**config.mk**
```make
export PLATFORM = sky130hd
export DESIGN_NAME = csr_ctrl_flat
export DESIGN_NICKNAME = d
export VERILOG_FILES = /design/src/rtl/csr_ctrl_pkg.sv /design/src/rtl/csr_ctrl_if.sv /design/src/rtl/csr_ctrl_addr_decode.sv /design/src/rtl/csr_ctrl.sv /design/src/flat_wrapper.sv
export SDC_FILE = /design/constraint.sdc
export NUM_CORES = 1
export LEC_CHECK = 0
export ABC_AREA = 1
export ABC_CLOCK_PERIOD_IN_PS = 2400
export CAP_MARGIN = 25
export CORE_MARGIN = 4
export CORE_UTILIZATION = 35
export DETAILED_ROUTE_END_ITERATION = 10
export DONT_BUFFER_PORTS = 1
export SLEW_MARGIN = 20
export SYNTH_ARGS = -nofsm -noshare
export SYNTH_HDL_FRONTEND = slang
export SYNTH_HIERARCHICAL = 1
export SYNTH_SLANG_ARGS = --single-unit
```
**constraint.sdc**
```tcl
create_clock -name clock -period 2.4 [get_ports clock]
set_clock_uncertainty 0.05 [all_clocks]
set_input_delay 0.24 -clock clock [delete_from_list [all_inputs] [get_ports clock]]
set_output_delay 0.24 -clock clock [all_outputs]
set_load 0.05 [all_outputs]
```
**src/rtl/csr_ctrl_pkg.sv**
```systemverilog
// Shared types and constants for the machine-mode CSR sequencing controller.
// Covers op encodings, CSR address map, mstatus field positions and FSM states.
package csr_ctrl_pkg;

    typedef enum logic [2:0] {
        OP_CSRRW = 3'd1,
        OP_CSRRS = 3'd2,
        OP_CSRRC = 3'd3,
        OP_ECALL = 3'd4,
        OP_MRET  = 3'd5
    } csr_op_e;

    typedef enum logic [1:0] {
        ST_IDLE,
        ST_EXEC,
        ST_VEC,
        ST_RESP
    } state_e;

    localparam logic [11:0] CSR_MSTATUS = 12'h300;
    localparam logic [11:0] CSR_MTVEC   = 12'h305;
    localparam logic [11:0] CSR_MEPC    = 12'h341;
    localparam logic [11:0] CSR_MCAUSE  = 12'h342;

    localparam logic [2:0] IDX_MSTATUS = 3'd0;
    localparam logic [2:0] IDX_MTVEC   = 3'd1;
    localparam logic [2:0] IDX_MEPC    = 3'd2;
    localparam logic [2:0] IDX_MCAUSE  = 3'd3;

    localparam int MIE_BIT  = 3;
    localparam int MPIE_BIT = 7;
    localparam int MPP_HI   = 12;
    localparam int MPP_LO   = 11;

    localparam logic [3:0] CAUSE_ECALL = 4'd11;

    // Trap entry stacks MIE into MPIE and forces machine mode as previous privilege.
    function automatic logic [63:0] mstatus_trap(input logic [63:0] old);
        logic [63:0] v;
        v                = old;
        v[MPIE_BIT]      = old[MIE_BIT];
        v[MIE_BIT]       = 1'b0;
        v[MPP_HI:MPP_LO] = 2'b11;
        return v;
    endfunction

    function automatic logic [63:0] mstatus_ret(input logic [63:0] old);
        logic [63:0] v;
        v                = old;
        v[MIE_BIT]       = old[MPIE_BIT];
        v[MPIE_BIT]      = 1'b1;
        v[MPP_HI:MPP_LO] = 2'b11;
        return v;
    endfunction

endpackage

```
**src/rtl/csr_ctrl_if.sv**
```systemverilog
// Request/response channel between the execute stage (master) and csr_ctrl (slave).
interface csr_ctrl_if;

    logic        req_valid;
    logic        req_ready;
    logic [2:0]  req_op;
    logic [11:0] req_csr;
    logic [63:0] req_src;
    logic [63:0] req_pc;
    logic        resp_valid;
    logic        resp_ready;
    logic [63:0] resp_rdata;
    logic        resp_redirect;
    logic [63:0] resp_target;
    logic        resp_illegal;

    modport master (
        output req_valid, req_op, req_csr, req_src, req_pc, resp_ready,
        input  req_ready, resp_valid, resp_rdata, resp_redirect, resp_target, resp_illegal
    );

    modport slave (
        input  req_valid, req_op, req_csr, req_src, req_pc, resp_ready,
        output req_ready, resp_valid, resp_rdata, resp_redirect, resp_target, resp_illegal
    );

endinterface

```
**src/rtl/csr_ctrl_addr_decode.sv**
```systemverilog
// Maps a 12-bit CSR address onto the 3-bit file index; unmapped addresses are flagged illegal.
module csr_addr_decode
    import csr_ctrl_pkg::*;
(
    input  logic [11:0] addr,
    output logic        legal,
    output logic [2:0]  idx
);

    always_comb begin
        legal = 1'b0;
        idx   = IDX_MSTATUS;
        case (addr)
            CSR_MSTATUS: begin legal = 1'b1; idx = IDX_MSTATUS; end
            CSR_MTVEC:   begin legal = 1'b1; idx = IDX_MTVEC;   end
            CSR_MEPC:    begin legal = 1'b1; idx = IDX_MEPC;    end
            CSR_MCAUSE:  begin legal = 1'b1; idx = IDX_MCAUSE;  end
            default:     begin legal = 1'b0; idx = IDX_MSTATUS; end
        endcase
    end

endmodule

```
**src/rtl/csr_ctrl.sv**
```systemverilog
// Sequences CSR read-modify-write, ECALL and MRET over the single-ported CSR file.
// Sole writer of the file: write port and exception-capture port are both driven here.
module csr_ctrl
    import csr_ctrl_pkg::*;
(
    input  logic        clock,
    input  logic        reset,
    csr_ctrl_if.slave   bus,
    output logic [2:0]  csr_raddr,
    input  logic [63:0] csr_rdata,
    output logic        csr_wen,
    output logic [2:0]  csr_waddr,
    output logic [63:0] csr_wdata,
    output logic        exc_valid,
    output logic [63:0] exc_epc,
    output logic [3:0]  exc_no
);

    state_e      state;
    state_e      state_next;
    logic [2:0]  op_q;
    logic [11:0] csr_q;
    logic [63:0] src_q;
    logic [63:0] pc_q;
    logic        addr_legal;
    logic [2:0]  addr_idx;
    logic        is_csr_op;
    logic        is_legal;

    csr_addr_decode u_decode (
        .addr  (csr_q),
        .legal (addr_legal),
        .idx   (addr_idx)
    );

    assign is_csr_op = (op_q == OP_CSRRW) || (op_q == OP_CSRRS) || (op_q == OP_CSRRC);
    assign is_legal  = (is_csr_op && addr_legal) || (op_q == OP_ECALL) || (op_q == OP_MRET);

    assign bus.req_ready  = reset && (state == ST_IDLE);
    assign bus.resp_valid = (state == ST_RESP);

    always_ff @(posedge clock) begin
        if (!reset) state <= ST_IDLE;
        else        state <= state_next;
    end

    // Write strobes are gated by reset so a reset landing in EXEC drops that cycle's write.
    always_comb begin
        state_next = state;
        csr_raddr  = IDX_MSTATUS;
        csr_wen    = 1'b0;
        csr_waddr  = IDX_MSTATUS;
        csr_wdata  = '0;
        exc_valid  = 1'b0;
        exc_epc    = '0;
        exc_no     = '0;
        case (state)
            ST_IDLE: begin
                if (bus.req_valid) state_next = ST_EXEC;
            end
            ST_EXEC: begin
                if (!is_legal) begin
                    state_next = ST_RESP;
                end else if (is_csr_op) begin
                    csr_raddr = addr_idx;
                    csr_waddr = addr_idx;
                    case (op_q)
                        OP_CSRRS: csr_wdata = csr_rdata | src_q;
                        OP_CSRRC: csr_wdata = csr_rdata & ~src_q;
                        default:  csr_wdata = src_q;
                    endcase
                    csr_wen    = reset && ((op_q == OP_CSRRW) || (src_q != '0));
                    state_next = ST_RESP;
                end else begin
                    csr_wdata  = (op_q == OP_ECALL) ? mstatus_trap(csr_rdata) : mstatus_ret(csr_rdata);
                    csr_wen    = reset;
                    exc_valid  = reset && (op_q == OP_ECALL);
                    exc_epc    = pc_q;
                    exc_no     = CAUSE_ECALL;
                    state_next = ST_VEC;
                end
            end
            ST_VEC: begin
                csr_raddr  = (op_q == OP_ECALL) ? IDX_MTVEC : IDX_MEPC;
                state_next = ST_RESP;
            end
            ST_RESP: begin
                if (bus.resp_ready) state_next = ST_IDLE;
            end
            default: state_next = ST_IDLE;
        endcase
    end

    always_ff @(posedge clock) begin
        if (!reset) begin
            op_q              <= '0;
            csr_q             <= '0;
            src_q             <= '0;
            pc_q              <= '0;
            bus.resp_rdata    <= '0;
            bus.resp_redirect <= 1'b0;
            bus.resp_target   <= '0;
            bus.resp_illegal  <= 1'b0;
        end else begin
            case (state)
                ST_IDLE: begin
                    if (bus.req_valid) begin
                        op_q  <= bus.req_op;
                        csr_q <= bus.req_csr;
                        src_q <= bus.req_src;
                        pc_q  <= bus.req_pc;
                    end
                end
                ST_EXEC: begin
                    if (!is_legal)      bus.resp_illegal <= 1'b1;
                    else if (is_csr_op) bus.resp_rdata   <= csr_rdata;
                end
                ST_VEC: begin
                    bus.resp_redirect <= 1'b1;
                    bus.resp_target   <= (op_q == OP_ECALL) ? {csr_rdata[63:2], 2'b00} : csr_rdata;
                end
                ST_RESP: begin
                    if (bus.resp_ready) begin
                        bus.resp_rdata    <= '0;
                        bus.resp_redirect <= 1'b0;
                        bus.resp_target   <= '0;
                        bus.resp_illegal  <= 1'b0;
                    end
                end
                default: ;
            endcase
        end
    end

endmodule

```
**src/flat_wrapper.sv**
```systemverilog
// flat-port wrapper written by rule: the top's interface ports become plain ports
module csr_ctrl_flat import csr_ctrl_pkg::*;
  (clock, reset, csr_raddr, csr_rdata, csr_wen, csr_waddr, csr_wdata, exc_valid, exc_epc, exc_no, bus_req_valid, bus_req_op, bus_req_csr, bus_req_src, bus_req_pc, bus_resp_ready, bus_req_ready, bus_resp_valid, bus_resp_rdata, bus_resp_redirect, bus_resp_target, bus_resp_illegal);
  csr_ctrl_if bus_i ();
  input  logic clock;
  input  logic reset;
  output logic [2:0] csr_raddr;
  input  logic [63:0] csr_rdata;
  output logic csr_wen;
  output logic [2:0] csr_waddr;
  output logic [63:0] csr_wdata;
  output logic exc_valid;
  output logic [63:0] exc_epc;
  output logic [3:0] exc_no;
  input wire logic [$bits(bus_i.req_valid)-1:0] bus_req_valid;
  input wire logic [$bits(bus_i.req_op)-1:0] bus_req_op;
  input wire logic [$bits(bus_i.req_csr)-1:0] bus_req_csr;
  input wire logic [$bits(bus_i.req_src)-1:0] bus_req_src;
  input wire logic [$bits(bus_i.req_pc)-1:0] bus_req_pc;
  input wire logic [$bits(bus_i.resp_ready)-1:0] bus_resp_ready;
  output wire logic [$bits(bus_i.req_ready)-1:0] bus_req_ready;
  output wire logic [$bits(bus_i.resp_valid)-1:0] bus_resp_valid;
  output wire logic [$bits(bus_i.resp_rdata)-1:0] bus_resp_rdata;
  output wire logic [$bits(bus_i.resp_redirect)-1:0] bus_resp_redirect;
  output wire logic [$bits(bus_i.resp_target)-1:0] bus_resp_target;
  output wire logic [$bits(bus_i.resp_illegal)-1:0] bus_resp_illegal;
  assign bus_i.req_valid = bus_req_valid;
  assign bus_i.req_op = bus_req_op;
  assign bus_i.req_csr = bus_req_csr;
  assign bus_i.req_src = bus_req_src;
  assign bus_i.req_pc = bus_req_pc;
  assign bus_i.resp_ready = bus_resp_ready;
  assign bus_req_ready = bus_i.req_ready;
  assign bus_resp_valid = bus_i.resp_valid;
  assign bus_resp_rdata = bus_i.resp_rdata;
  assign bus_resp_redirect = bus_i.resp_redirect;
  assign bus_resp_target = bus_i.resp_target;
  assign bus_resp_illegal = bus_i.resp_illegal;
  csr_ctrl u_core (.clock(clock), .reset(reset), .bus(bus_i), .csr_raddr(csr_raddr), .csr_rdata(csr_rdata), .csr_wen(csr_wen), .csr_waddr(csr_waddr), .csr_wdata(csr_wdata), .exc_valid(exc_valid), .exc_epc(exc_epc), .exc_no(exc_no));
endmodule
```
==> results of run 1 <==
==> registers in the layout, indices dropped and copies added (netlist names) <==
| name | cells |
|---|---|
| u_core/bus.resp_rdata | 64 |
| u_core/bus.resp_target | 64 |
| u_core/pc_q | 64 |
| u_core/src_q | 64 |
| u_core/csr_q | 12 |
| u_core/op_q | 3 |
| u_core/state | 2 |
| u_core/bus.resp_illegal | 1 |
| u_core/bus.resp_redirect | 1 |
==> Yosys cell counts (3+ instances only) <==
library cell,n
a21oi_1,195
ha_1,5
inv_2,4
clkbuf_1,88
buf_6,5
o21ai_0,221
nor3_1,3
o22ai_1,60
inv_1,268
dfxtp_1,275
buf_2,27
buf_1,8
nand2_1,284
nand3_1,8
nand4_1,4
nor2_2,3
nor2_1,414
buf_4,4
a211oi_1,3
==> worst register-to-register path, cell delays in order (launching register included) <==
cell	delay, ns
dfxtp_1	0.33
nor2_2	0.18
nand2_1	0.10
nand2_1	0.08
nand2_1	0.08
nand2_2	0.12
nand2_4	0.07
buf_6	0.12
nand2_4	0.08
nand2_8	0.10
buf_16	0.17
nand2_1	0.07
nand2_1	0.05
dlygate4sd3_1	0.58
nor2_1	0.16
==> per-layer routing <==
metal  global-route usage (%)  routed length (µm)
met5                        0                   0
met4                    15.41                3810
met3                    6.752                5642
met2                    43.71               26580
met1                    29.84               20350
==> per-stage QoR <==
step / util [%] / std cells / hold WS (ns)
finish: 55.34 / 2719 / 0.1455
global route: 55.34 / 2719 / 0.1575
CTS: 53.14 / 2702 / 0.07596
detailed placement: 40.08 / 2384 / 0.3494
global placement: 40.08 / 2384 / 0.3436
floorplan: - / 1890 / 0.3567
==> how the worst min path moves through the flow <==
stage / slack, ns / cells past startpoint / startpoint / to
2_1_floorplan: 0.36 / 2 / bus_req_csr[0] / u_core/csr_q[0]
3_3_place_gp: 0.34 / 2 / reset / u_core/bus.resp_rdata[2]
3_5_place_dp: 0.35 / 2 / reset / u_core/bus.resp_rdata[58]
4_1_cts: 0.08 / 2 / bus_req_valid / u_core/src_q[9]
5_1_grt: 0.16 / 3 / reset / u_core/bus.resp_rdata[3]
6_report: 0.15 / 3 / reset / u_core/bus.resp_rdata[7]
==> report_power, final <==
group | internal, mW | total, mW | switching [mW] | leakage [nW]
Combinational | 3.49 | 9.22 | 5.73 | 5.36
Sequential | 5.97 | 9.49 | 3.52 | 2.27
Clock | 3.20 | 5.20 | 2.00 | 0.546
Total | 12.7 | 23.9 | 11.2 | 8.18
==> layout make-up <==
class,count,area (µm²)
diodes,4,10.01
clock buffers,45,928.4
clock inverters,10,185.2
fillers,3020,15540
inverters,273,1033
multi-input cells,1210,6025
flip-flops and latches,275,5529
well taps,455,569.3
repair buffers,447,4976
==> timing repair <==
item                       CTS  global route
hold buffers               239             2
pin swaps                   15            31
cloned                      10             6
setup buffers               14             7
hold endpoints to repair   274            12
gates resized for setup    173           152
setup endpoints to repair   76           138
==> kinds of logic after synthesis <==
group | synth area share, %
AO/OA/AOI/OAI | 20.25
buffers and inverters | 12.92
flip-flops | 44.26
AND/OR/NAND/NOR | 22.01
adder cells (fa/ha/maj) | 0.5030
other | 0.06038
==> impl_results.md, run 1 <==
- Outcome: complete, but fails checks
- Failing checks: negative setup slack
- DRT Pass-1 Iters: 8
- Crit-path cells: nor2_2 > nand2_1 > nand2_1 > nand2_1 > buf_4 > buf_4 > buf_4 > inv_2 > nand2_1 > nor2_4 > nor2_1 > nor2_1 > buf_6
- Post-synthesis cell count: 1890
- Most frequent cells in the layout: nor2_1 (340), nand2_1 (275), dfxtp_1 (264)
- Initial DRC Count: 1105
- F_max: 0.3679 GHz
- Total die area: 38620 µm²
- Remaining Overflow, GRT: 0
- Max_cap viols: 0
- CTS Buf Count: 31
- Routed Antenna Nets: 0
- Final setup TNS: -12.69 ns
- Yosys warns: 6
- Final Max Tran Viols: 0
- Syn_area_per_cell: 6.581 µm²
- RSZ-0062 raised after global routing: yes
- Yosys top cell by area: dfxtp_1
- Worst path slowest cell: dfxtp_1
- Critical path depth: 13
- Clock Pin Slew Worst Setup and Hold Paths: 0.06 ns
- Most used cell, CP: nand2_1
- Max VDD drop: 0.0007518 V
- Clock Path Buffers: 3
- Placed Instance Area: 13950 µm²
- Synth top area share: 44.26%
- Root buf cell: clkbuf_16
- Cell variety after synth: 28
- Worst-path maximum fanout: 4
- Initial Util: 35.74%
- DRC violations left: 0
- DR WL/cell: 20.74 µm
- Area Growth Syn to Fin: 54.81%
- CP Capture Type: primary output
- Mapped Nets: 2106
- Max transition margin: 1.742%
- Min-Delay Path Class: in -> reg
- Worst-margin pin slew: 1.463 ns
- Leakage: 8.177 nW
- GP Congestion: 0.9079
- Crit path max-delay family: simple AND/OR/NAND/NOR gates
- Hold Vio Cnt, Final: 0
- Routed via count: 14400
- Layout cells sized above 1: 17.04%
- Detail Placement HPWL: 32.98 mm
- Critical path data arrival time: 2.43 ns
- Post-synthesis sequential area ratio: 44.26%
- CTS tree: done
- Finished Cell Area: 19260 µm²
- Post-route setup slack: -0.3179 ns
- Clock Sink Count: 275
- H-Tree Depth: 1
- Crit path buffers/inverters: 5
- Width of the die: 196.5 µm
- Die Y: 196.5 µm
- FF-to-FF End: u_core/bus.resp_rdata[38]
- WS Path Type: reg -> out
- Startpoint Class: flop
- Area of the core: 34800 µm²
- Async set-reset flop share out of synthesis: 0%
- Mapped Area: 12440 µm²
- Flops & latches, synth: 275
- Dominant synthesized flop cell: dfxtp_1
- Final #Nets: 2454
- Vias per cell: 5.295
- Initial antenna violation count: 4
- Drt total wl: 56.38 mm
- Post-synth EDFFs: 0
- Pre-CTS setup slack: 0.2563 ns
- P per Cell Area: 1242 nW/µm²
- CP endpoint: csr_raddr[1]
- Row count: 68
- Worst r2r path cells: 14
- Vias in the first global route: 14330
- Largest net degree at the start of global routing: 161
- Total GRT Usage: 26.00%
- I/O Buffers: 0
- Largest stage delay, worst path: 0.33 ns
- Clk_lat worst skew: 0.57 ns
- Flop2flop setup slack: 0 ns
- Design Power: 23.91 mW
- Largest cells by area after synthesis: dfxtp_1 (44%), nor2_1 (12%), o21ai_0 (8.9%), nand2_1 (8.6%), inv_1 (8.1%)
- Global-route wire length before repair: 79.96 mm
- Commonest non-fill, non-tap cell in the layout: nor2_1
- Tcrit/Tclk final: 113.2%
- Worst setup startpoint: u_core/csr_q[3]
- Post-route minimum period: 2.718 ns
- Ports: 483
- Final setup vio count: 70
- Worst r2r src: u_core/csr_q[3]
- CP required: 2.11 ns
Note: power is estimated with default switching activity, not from simulation.
==> run 2, diff against run 1 <==
--- a/config.mk
+++ b/config.mk
@@ -6,7 +6,7 @@
 export NUM_CORES = 1
 export LEC_CHECK = 0
 export ABC_AREA = 1
-export ABC_CLOCK_PERIOD_IN_PS = 2400
+export ABC_CLOCK_PERIOD_IN_PS = 2700
 export CAP_MARGIN = 25
 export CORE_MARGIN = 4
 export CORE_UTILIZATION = 35
==> constraint.sdc (replaced) <==
create_clock -name clock -period 2.7 [get_ports clock]
set_clock_uncertainty 0.05 [all_clocks]
set_input_delay 0.27 -clock clock [delete_from_list [all_inputs] [get_ports clock]]
set_output_delay 0.27 -clock clock [all_outputs]
set_load 0.05 [all_outputs]
==> run 2 against run 1 <==
- the run now ends clean
- worst setup slack better by 0.41 ns
- sequential power down 12%
- core utilization is 4.8 points lower
- critical path type unchanged
- first-iteration DRC count is 22% lower
- global-route usage fell by 2.1 points
- sequential share of layout area is 2.6 points higher
- cell count decreased by 2.6%
- hold slack worse by 0.13 ns
==> impl_results.md, run 2 (synthesis results as in run 1) <==
- Root buf cell: clkbuf_16
- Max VDD drop: 0.0006258 V (-17%)
- Max transition margin: 2.610% (+0.87 points)
- Worst r2r src: u_core/state[0]
- WS Path Type: reg -> out
- Post-route setup slack: 0.09372 ns (+0.4117 ns)
- Initial antenna violation count: 0 (-4)
- Largest stage delay, worst path: 0.39 ns (+0.06 ns)
- DRC violations left: 0 (unchanged)
- GP Congestion: 0.8937 (-1.6%)
- Width of the die: 196.5 µm (unchanged)
- Final setup vio count: 0 (-100%)
- DR WL/cell: 19.09 µm (-7.9%)
- Worst Hold Path EP: u_core/bus.resp_target[63]
- Startpoint Class: flop
- Routed Antenna Nets: 0 (unchanged)
- Routed via count: 13610 (-5.5%)
- Final Util: 50.50% (-4.8 points)
- Worst r2r path cells: 10 (-4)
- Largest net degree at the start of global routing: 178 (+11%)
- Leakage: 7.586 nW (-7.2%)
- Initial Util: 35.74% (unchanged)
- Drt total wl: 50.53 mm (-10%)
- Total die area: 38620 µm² (unchanged)
- Worst path slowest cell: dfxtp_1
- Pre-CTS setup slack: 0.4605 ns (+0.2041 ns)
- Worst-margin pin slew: 1.450 ns (-0.01292 ns)
- Initial DRC Count: 858 (-22%)
- Worst-path maximum fanout: 20 (+16)
- Worst setup startpoint: u_core/csr_q[0]
- Most frequent cells in the layout: nor2_1 (377), nand2_1 (280), dfxtp_1 (271)
- Most used cell, CP: nand2_1
- CTS tree: done
- Crit path max-delay family: simple AND/OR/NAND/NOR gates
- DRT Pass-1 Iters: 6 (-2)
- Commonest non-fill, non-tap cell in the layout: nor2_1
- F_max: 0.3837 GHz
- Post-route minimum period: 2.606 ns
- Vias per cell: 5.143 (-2.9%)
- Clock Sink Count: 275 (unchanged)
- Clk_lat worst skew: 0.50 ns (-0.07 ns)
- Final #Nets: 2386 (-2.8%)
- Critical path data arrival time: 2.29 ns (-0.14 ns)
- Dpl cells: 2371 (-0.55%)
- Total GRT Usage: 23.87% (-2.1 points)
- CP Capture Type: primary output
- Area of the core: 34800 µm² (unchanged)
- Switching power: 9.313 mW (-17%)
- P per Cell Area: 1127 nW/µm² (-9.2%)
- Vias in the first global route: 13450 (-6.2%)
- Final Max Tran Viols: 0 (unchanged)
- CP required: 2.38 ns (+0.27 ns)
- FF-to-FF End: u_core/bus.resp_rdata[58]
- Die Y: 196.5 µm (unchanged)
- Clock Path Buffers: 3 (unchanged)
- RSZ-0062 raised after global routing: yes
- Detail Placement HPWL: 31.97 mm (-3.1%)
- Area Growth Syn to Fin: 41.28%
- Crit path buffers/inverters: 3 (-2)
- Sequential power share: 42.1% (+2.4 points)
- Tcrit/Tclk final: 96.53%
- Comb power frac: 34.1% (-4.5 points)
- Min-Delay Path Class: in -> reg
- Sw Ratio: 47.02% (about the same)
- I/O Buffers: 0 (unchanged)
- Clock power share: 23.7% (+2.0 points)
- Row count: 68 (unchanged)
- Crit-path cells: inv_2 > nor2_2 > nand2_1 > nand2_1 > nand2_1 > nand2_2 > nand2_1 > nand2_2 > nand2_8 > buf_12 > nor2_1 > buf_4
- Remaining Overflow, GRT: 0 (unchanged)
- H-Tree Depth: 2 (+1)
- CTS Buf Count: 34 (+9.7%)
- Global-route wire length before repair: 74.51 mm (-6.8%)
- Final setup TNS: 0 ns (+12.69 ns)
- Diodes inserted: 0 (-4)
- Max_cap viols: 0 (unchanged)
- Hold Path Stages: 4 (+1)
- Worst Hold Launch: csr_rdata[63]
- Flop2flop setup slack: 0.13 ns (+0.13 ns)
- Outcome: finished, final reports clean
- Hold Vio Cnt, Final: 0 (unchanged)
- Layout cells sized above 1: 12.64% (-4.4 points)
- Clock Pin Slew Worst Setup and Hold Paths: 0.06 ns (about the same)
- Ports: 483 (unchanged)
- Final Non-Filler Cells: 2647 (-2.6%)
- Internal Power: 10.49 mW (-17%)
==> run 2: routing by layer <==
metal	vias to the layer above	GRT usage, %	part of all wire, %
li1	6462	-	-
met1	6212	28.47	38
met2	768	40.16	47
met3	171	5.573	9.6
met4	0	12.41	5.5
met5	-	0	0
==> run 2: cell type report <==
| type | instances | area (µm²) |
|---|---|---|
| Sequential cell | 275 | 5510 |
| Tap cell | 455 | 569.3 |
| Clock inverter | 9 | 151.4 |
| Clock buffer | 49 | 988.4 |
| Timing Repair Buffer | 376 | 3782 |
| Multi-Input combinational cell | 1210 | 5543 |
| Fill cell | 3256 | 17230 |
| Inverter | 273 | 1028 |
==> run 2: tightest hold or removal path: stages <==
cell and delay [ns]:
inv_1 0.07, nor2_1 0.06, nand2_1 0.06, a21oi_1 0.05
==> run 2: power groups by stage <==
| stage | sequential, mW | combinational (mW) | clock, mW |
|---|---|---|---|
| final | 8.35 | 6.76 | 4.70 |
| after global routing | 8.48 | 7.44 | 4.97 |
| after CTS | 8.34 | 6.38 | 4.82 |
| after detailed placement | 8.42 | 5.86 | 0 |
| after global placement | 8.40 | 5.74 | 0 |
| after floorplan | 8.07 | 4.35 | 0 |
==> run 2: how the worst max path moves through the flow <==
stage               endpoint  slack, ns  cells past startpoint
6_report       csr_wdata[54]       0.09                     12
3_5_place_dp   csr_wdata[37]       0.46                      9
3_3_place_gp   csr_wdata[62]       0.47                      5
5_1_grt          exc_epc[36]      -0.04                      6
4_1_cts        csr_wdata[37]       0.01                      9
2_1_floorplan   csr_wdata[7]       0.09                     10
==> run 2: stage by stage <==
| stage | power (mW) | instance area (µm²) | hold slack, ns |
|---|---|---|---|
| 5_1_grt | 20.89 | 17570 | 0.01847 |
| 3_3_place_gp | 14.15 | 13820 | 0.3640 |
| 4_1_cts | 19.55 | 17150 | 0.004573 |
| 3_5_place_dp | 14.28 | 13820 | 0.3630 |
| 6_report | 19.81 | 17570 | 0.01953 |
| 2_1_floorplan | 12.42 | 12440 | 0.3800 |
==> run 2: repair_timing <==
| action | in CTS | in global routing |
|---|---|---|
| hold endpoints to repair | 258 | 0 |
| endpoints found under the setup margin | 61 | 104 |
| setup buffers | 0 | 1 |
| resized for setup | 7 | 102 |
| gates cloned | 0 | 3 |
| hold buffers | 214 | 0 |
==> run 3, diff against run 2 <==
==> constraint.sdc (replaced) <==
create_clock -name clock -period 2.7 [get_ports clock]
set_clock_uncertainty 0.05 [all_clocks]
set_input_delay 0.27 -clock clock [delete_from_list [all_inputs] [get_ports clock]]
set_output_delay 0.27 -clock clock [all_outputs]
set_load 0.02 [all_outputs]
==> run 3 against run 2 <==
- global-route usage down 0.73 points
- hold slack gained 0.0051 ns
- flip-flop and latch count unchanged
- combinational power fell by 5.6%
- non-clock buffer count down 53
- critical path depth shrank 1
- die area stayed put
- clock-buffer cell count down 1
- cell count down 2.1%
- sequential share of layout area rose by 1.0 points
- critical path type unchanged
- largest cell class unchanged
==> impl_results.md, run 3 (synthesis results as in run 1) <==
- Outcome: finished, final reports clean
- F_max: 0.3813 GHz (-0.63%)
- Area Growth Syn to Fin: 36.98%
- Final setup TNS: 0 ns (unchanged)
- Largest net degree at the start of global routing: 178 (unchanged)
- Routed via count: 13370 (-1.8%)
- Leakage: 7.216 nW (-4.9%)
- P per Cell Area: 1031 nW/µm² (-8.6%)
- WS Path Type: reg -> out
- Crit path buffers/inverters: 2 (-1)
- H-Tree Depth: 1 (-1)
- DR WL/cell: 19.41 µm (+1.7%)
- Placed Instance Area: 13300 µm² (-3.8%)
- CTS Buf Count: 31 (-8.8%)
- Initial antenna violation count: 1 (+1)
- RSZ-0062 raised after global routing: yes
- Final setup vio count: 0 (unchanged)
- Tcrit/Tclk final: 97.14% (+0.61 points)
- Die Y: 196.5 µm (unchanged)
- Worst path slowest cell: dfxtp_1
- Area of the multi-input gates: 5693 µm² (+2.7%)
- Final Max Tran Viols: 0 (unchanged)
- Layout cells sized above 1: 11.90% (-0.73 points)
- Vias per cell: 5.162 (+0.37%)
- CTS tree: done
- Global-route wire length before repair: 72.11 mm (-3.2%)
- Area of the core: 34800 µm² (unchanged)
- Crit path max-delay family: simple AND/OR/NAND/NOR gates
- Pre-CTS setup slack: 0.1716 ns (-0.2889 ns)
- Width of the die: 196.5 µm (unchanged)
- Detail Placement HPWL: 31.32 mm (-2.0%)
- Finished Cell Area: 17040 µm² (-3.0%)
- GP Congestion: 0.8756 (-2.0%)
- CP required: 2.38 ns (about the same)
- Filler Cells Inserted: 3312 (+1.7%)
- Drt total wl: 50.30 mm (-0.45%)
- Clock Path Buffers: 3 (unchanged)
- Min-Delay Path Class: in -> reg
- Most used cell, CP: nand2_1
- Initial DRC Count: 811 (-5.5%)
- I/O Buffers: 0 (unchanged)
- Max VDD drop: 0.0007241 V (+16%)
- Total GRT Usage: 23.14% (-0.73 points)
- Final #Nets: 2331 (-2.3%)
- Largest stage delay, worst path: 0.33 ns (-0.06 ns)
- Clock Sink Count: 275 (unchanged)
- Hold Vio Cnt, Final: 0 (unchanged)
- Root buf cell: clkbuf_16
- Clk_lat worst skew: 0.58 ns (+0.08 ns)
- Vias in the first global route: 12860 (-4.4%)
- CP Capture Type: primary output
- Max_cap viols: 0 (unchanged)
- Startpoint Class: flop
- Worst-path maximum fanout: 12 (-40%)
- Most frequent cells in the layout: nor2_1 (342), nand2_1 (278), inv_1 (266), dfxtp_1 (266), o21ai_0 (220)
- Commonest non-fill, non-tap cell in the layout: nor2_1
- Post-route setup slack: 0.07732 ns (-0.01641 ns)
- Critical path data arrival time: 2.30 ns (about the same)
- Clock Pin Slew Worst Setup and Hold Paths: 0.06 ns (about the same)
- Row count: 68 (unchanged)
- Remaining Overflow, GRT: 0 (unchanged)
- Initial Util: 35.74% (unchanged)
- Ports: 483 (unchanged)
- DRC violations left: 0 (unchanged)
- Total die area: 38620 µm² (unchanged)
- Max transition margin: 31.48% (+29 points)
- Post-route minimum period: 2.623 ns (+0.01641 ns)
- Worst-margin pin slew: 1.024 ns (-0.4257 ns)
- Routed Antenna Nets: 0 (unchanged)
- Reg area: 5517 µm² (+0.11%)
- Dpl cells: 2308 (-2.7%)
- Final Non-Filler Cells: 2591 (-2.1%)
- Hold_ws: 0.02459 ns (+0.005066 ns)
- DRT Pass-1 Iters: 7 (+1)
- Crit-path cells: nor2_2 > nand2_1 > nand2_1 > nand2_1 > nand2_2 > nand2_2 > nand2_4 > nand2_8 > buf_12 > nor2_1 > buf_4
run 3: cell count changes in the layout (fill, tap and decap cells not counted), sizes merged:
cell,previous run,this run
clkbuf,52,51
clkinv,4,1
inv,272,273
bufinv,4,3
dlygate4sd3,213,216
buf,160,104
nand2,286,287
clkinvlp,2,0
diode,0,2
run 3: stage by stage:
stage	util (%)	total power [mW]
6_report	48.96	17.56
5_1_grt	48.96	18.65
4_1_cts	47.60	17.27
3_5_place_dp	38.23	12.54
3_3_place_gp	38.23	12.42
2_1_floorplan	-	10.73
run 3: cell type report:
| cell class | instances | share of cell area (%) |
|---|---|---|
| tap | 455 | 3.341 |
| inverter | 273 | 6.015 |
| clock inverter | 4 | 0.5802 |
| sequential | 275 | 32.38 |
| multi-input combinational | 1211 | 33.41 |
| clock buffer | 48 | 5.280 |
| antenna | 2 | 0.02938 |
| timing repair buffer | 323 | 18.96 |
run 3: power by group:
part           internal (mW)  leakage, nW  switching (mW)
clock network           2.54        0.485            1.69
logic                   2.16         4.46            4.22
registers               5.31         2.27            1.65
run 3: per-layer routing:
| metal | vias up | GRT usage, % | wire length, µm | share of wire [%] |
|---|---|---|---|---|
| li1 | 6352 | - | - | - |
| met1 | 6090 | 27.35 | 18860 | 37 |
| met2 | 776 | 39.31 | 23920 | 48 |
| met3 | 156 | 6.256 | 4941 | 9.8 |
| met4 | 0 | 10.55 | 2583 | 5.1 |
| met5 | - | 0 | 0 | 0 |
run 3: worst min-delay path, stage by stage:
cell	delay, ns
inv_1	0.12
nor2_1	0.08
nand2_1	0.07
a21oi_1	0.06
run 3: repair_timing:
item / in CTS / in global routing
pin swaps: 0 / 3
hold buffers: 216 / 1
hold endpoints to repair: 272 / 15
buffers inserted: 1 / 4
cloned: 1 / 6
setup endpoints to repair: 124 / 129
gates resized for setup: 17 / 104
run 3: final timing paths:
path / from / endpoint / slack (ns) / cells past startpoint
hold reg to reg: u_core/pc_q[18] / u_core/pc_q[18] / 0.40 / 2
hold / removal: csr_rdata[7] / u_core/bus.resp_target[7] / 0.02 / 4
setup reg to reg: u_core/state[1] / u_core/bus.resp_rdata[43] / 0.15 / 9
setup / recovery: u_core/csr_q[3] / csr_wdata[24] / 0.08 / 11
